**src/rtl/muxn_arb.sv**
```systemverilog
// CH-to-1 arbitrated mux with a one-deep registered output stage; 1-cycle latency, R drops while the held word is stalled by YR.
// Define MUXN_ARB_RR_EN for round-robin arbitration; otherwise fixed priority (lowest index wins).
module muxn_arb #(
  parameter int n  = 8,
  parameter int CH = 4
) (
  input  logic              clk,
  input  logic              rst_n,
  input  logic [CH*n-1:0]   D,
  input  logic [CH-1:0]     V,
  output logic [CH-1:0]     R,
  output logic [n-1:0]      Y,
  output logic              YV,
  input  logic              YR,
  output logic [CH-1:0]     G
);

  logic          load_en;
  logic [CH-1:0] gnt;
  logic [n-1:0]  sel_d;

  function automatic logic [CH-1:0] lowest_onehot(input logic [CH-1:0] req);
    logic [CH-1:0] oh;
    oh = '0;
    for (int i = CH - 1; i >= 0; i--) begin
      if (req[i]) begin
        oh    = '0;
        oh[i] = 1'b1;
      end
    end
    return oh;
  endfunction

  // The output register can accept a new word when empty or draining this cycle.
  assign load_en = !YV || YR;

`ifdef MUXN_ARB_RR_EN
  localparam int PW = $clog2(CH);

  logic [PW-1:0] ptr;
  logic [PW-1:0] win;
  logic [CH-1:0] hi_mask;
  logic [CH-1:0] req_hi;

  // Requests above ptr take precedence; otherwise wrap to the lowest index.
  always_comb begin
    hi_mask = '0;
    for (int i = 0; i < CH; i++) begin
      hi_mask[i] = (i > int'(ptr));
    end
    req_hi = V & hi_mask;
    if (|req_hi) gnt = lowest_onehot(req_hi);
    else         gnt = lowest_onehot(V);
  end

  always_comb begin
    win = ptr;
    for (int i = 0; i < CH; i++) begin
      if (gnt[i]) win = PW'(i);
    end
  end
`else
  always_comb begin
    gnt = lowest_onehot(V);
  end
`endif

  always_comb begin
    sel_d = '0;
    for (int i = 0; i < CH; i++) begin
      if (gnt[i]) sel_d = D[i*n +: n];
    end
  end

  assign R = (rst_n && load_en) ? gnt : '0;

  always_ff @(posedge clk) begin
    if (!rst_n) begin
      Y   <= '0;
      YV  <= 1'b0;
      G   <= '0;
`ifdef MUXN_ARB_RR_EN
      ptr <= PW'(CH - 1);
`endif
    end else if (load_en) begin
      if (|V) begin
        Y   <= sel_d;
        YV  <= 1'b1;
        G   <= gnt;
`ifdef MUXN_ARB_RR_EN
        ptr <= win;
`endif
      end else begin
        // Drained with nothing pending: Y keeps its last value.
        YV  <= 1'b0;
        G   <= '0;
      end
    end
  end

endmodule

```
**config.mk**
```make
export PLATFORM = sky130hd
export DESIGN_NAME = muxn_arb
export DESIGN_NICKNAME = d
export VERILOG_FILES = /design/src/rtl/muxn_arb.sv
export SDC_FILE = /design/constraint.sdc
export NUM_CORES = 1
export LEC_CHECK = 0
export CAP_MARGIN = 40
export CORE_ASPECT_RATIO = 1.2
export CORE_MARGIN = 3
export CORE_UTILIZATION = 34
export DETAILED_ROUTE_END_ITERATION = 8
export PLACE_DENSITY = 0.84
export SETUP_SLACK_MARGIN = 0.4
export SLEW_MARGIN = 0
export SYNTH_ARGS = -nofsm -noshare
export SYNTH_HDL_FRONTEND = slang
export SYNTH_SLANG_ARGS = --single-unit
```
**constraint.sdc**
```tcl
create_clock -name clk -period 1.9 [get_ports clk]
set_clock_uncertainty 0.2 [all_clocks]
set_input_delay 0.19 -clock clk [delete_from_list [all_inputs] [get_ports clk]]
set_output_delay 0.19 -clock clk [all_outputs]
set_load 0.02 [all_outputs]
```
==> reports/qor.csv <==
stage;metric;value;unit
outcome;status;complete, no violations;
floorplan;total die area;2960;sq um
sta;RSZ-0062 raised after global routing;no;
power;Max VDD drop;0.483;mV
clock_network;clock buffer depth;2;
worst_setup_path;worst-path maximum fanout;13;
clock_network;CTS sink cnt;13;
worst_setup_path;R2R depth;4;
logic_synthesis;Avg Inst Size Synth;8.05;sq um
drt;final wirelength;3490;um
logic_synthesis;Synth Register Bits;13;
logic_synthesis;cell taking the most area after synthesis;dfxtp_1;
floorplan;Starting Density;37.3;%
clock_network;Worst-path clk slew;0.08;ns
worst_setup_path;Crit path depth;6;
grt;total gr overflow;0;
placed_design;Port Buf Inserts;55;
finish;commonest non-fill, non-tap cell in the layout;clkdlybuf4s50_1;
worst_setup_path;Critical Path AT;1.12;ns
logic_synthesis;Mapped Area;797;sq um
drt;post-DR vias/cell;5.34;
sta;fin crit share;79.4;%
sta;# setup viols final;0;
worst_setup_path;critical path class;in -> out;
drt;DR WL/cell;17.2;um
logic_synthesis;Synth top area share;32.7;%
logic_synthesis;post-synthesis sequential area ratio;32.7;%
grt;GRT Util Overall;21.3;%
floorplan;core footprint;2140;sq um
grt;largest net degree at the start of global routing;19;
drt;drt drc;0;
floorplan;row cnt;18;
drt;1st-iter DRT viols;32;
clock_network;CTS H-tree lvls;1;
power;Lkg Pwr;0.000701;uW
finish;Layout area overhead;99.8;%
finish;fraction of layout cells with a size suffix above 1;26.0;%
sta;final worst slack;0.392;ns
sta;post-layout minimum cycle time;1.51;ns
grt;first-pass GRT wire length;4710;um
power;Pwr per Cell Area;489;nW/um^2
grt;initial antenna violation count;0;
worst_setup_path;Worst path most repeated cell;buf_6;
grt;vias in the first global route;1018;
placed_design;HPWL after DPL;2290;um
worst_setup_path;r2r endpoint;Y[6];
finish;most frequent cells in the layout;clkdlybuf4s50_1 (32), buf_4 (21), nand2_1 (16), dlygate4sd2_1 (16), dfxtp_1 (12);
worst_setup_path;Top delay family on crit path;buffers and inverters;
run;Max Cap Viol;0;
finish;# nets final;213;
logic_synthesis;Post-Synthesis Cells;99;
sta;endpoints failing hold;0;
worst_setup_path;slowest library cell on the worst path;dlygate4sd2_1;
finish;Finished Core Util;74.4;%
clock_network;hold_buf cts;0;
clock_network;CTS tree;done;
worst_setup_path;Reg2Reg Launch Point;YV;
placed_design;dpl ws;-0.243;ns
worst_setup_path;CP Cell Sequence;dlygate4sd2_1, buf_6, nor2_2, nand2_1, nor2_4, buf_6;
sta;Max Slew Vio Count;0;
logic_synthesis;synth top area cells;dfxtp_1 (33%), a211o_1 (12%), nand2_1 (8.0%), a31oi_1 (6.3%), o21ai_0 (6.3%);
worst_setup_path;Bufs and invs on worst path;3;
sta;TNS Setup;0;ns
worst_setup_path;Crit path required time;1.51;ns
clock_network;clk root buf;clkbuf_4;
worst_setup_path;startpoint types;input pin;
worst_setup_path;R2R setup slack;0.53;ns
worst_setup_path;CP max stage delay;0.27;ns
worst_setup_path;crit path to;R[2];
placed_design;GP Congestion;0.827;
worst_setup_path;CP Launch Point;V[1];
drt;Vias;1084;
worst_hold_path;Hold/Removal Path Class;in -> reg;
sta;worst hold margin;0.258;ns
worst_hold_path;hold depth;4;
drt;Post-DRT Antenna Nets;0;
sta;relative slew slack;77.1;%
sta;Worst Max-Slew Pin Slew;0.340;ns
floorplan;die height;59.0;um
clock_network;total CTS buffers;3;
worst_setup_path;Critical Path Sink Type;primary output;
clock_network;clock latency on the worst-skew pair;0.27;ns
logic_synthesis;syn nets;138;
drt;DRT Pass-1 Iters;4;
sta;FMAX;663;MHz
floorplan;die width;50.2;um
finish;Non-Filler Instances;203;
finish;ant diodes;0;
floorplan;I/O pin cnt;56;
placed_design;placed cells;192;
logic_synthesis;Ys Warns;0;
logic_synthesis;library cells used by synthesis;24;
[state kept, by name, indices dropped and copies added, names as in the netlist]
register	count
G	4
Y	8
YV	1
[through the flow]
stage                     power (uW)  cell area (sq um)
final                            779               1590
after global routing             822               1590
after floorplan                  427                800
after global placement           591               1460
after CTS                        757               1500
after detailed placement         597               1460
[cell type report]
cell class | count | area, sq um
clock buffers | 3 | 22.5
clock inverters | 1 | 5.00
fillers | 161 | 547
inverters | 4 | 15.0
multi-input cells | 75 | 542
flip-flops and latches | 13 | 262
well taps | 30 | 37.5
repair buffers | 77 | 709
[power breakdown]
group / switching (uW) / internal, uW
clock network: 92.7 / 78.0
registers: 12.1 / 294
logic: 141 / 162
[synthesized netlist by cell type]
master,instances
a31oi_1,8
a211o_1,11
a21boi_1,1
dfxtp_1,13
nor2b_1,2
o21ai_0,10
a211oi_1,6
inv_1,4
o211ai_1,4
buf_4,3
o21bai_2,1
buf_2,3
and3_1,1
nor4b_4,1
nand2b_1,1
a21boi_0,3
nor4_2,1
a221o_1,1
clkbuf_1,1
nor2_2,1
nand2_1,17
nor2_1,4
and2_1,1
nand3_1,1
[logic make-up (layout without fill, tap and decap cells)]
| logic type | after synthesis | after routing | share of synthesized area [%] |
|---|---|---|---|
| flip-flops | 13 | 13 | 32.7 |
| AND/OR/NAND/NOR | 30 | 30 | 19.8 |
| AO/OA/AOI/OAI | 45 | 45 | 40.5 |
| buffers and inverters | 11 | 85 | 7.06 |
[worst register-to-register path, cell delays in order (launching register included)]
cell and delay [ns]:
dfxtp_2 0.35, nor2b_2 0.18, nor2_4 0.27, o21ai_0 0.14
a31oi_1 0.16
[worst min-delay path by stage]
stage               startpoint  endpoint  slack [ns]
floorplan                rst_n      Y[0]        0.13
global placement          G[3]      G[3]        0.25
detailed placement        G[3]      G[3]        0.25
CTS                      D[28]      Y[4]        0.26
global route             rst_n      G[2]        0.26
finish                   rst_n      Y[3]        0.26
[timing repair]
| item | CTS | global route |
|---|---|---|
| buffers inserted | 3 | 4 |
| endpoints found under the setup margin | 25 | 9 |
| pin swaps | 1 | 6 |
| gates resized for setup | 41 | 21 |
[per-layer routing]
| layer | up-vias | GRT usage, % | share of wire (%) |
|---|---|---|---|
| met5 | - | 0 | 0 |
| met4 | 0 | 7.91 | 2.4 |
| met3 | 10 | 6.05 | 6.1 |
| met2 | 54 | 42.2 | 56 |
| met1 | 500 | 20.3 | 36 |
| li1 | 520 | - | - |
Note: power is estimated with default switching activity, not from simulation.
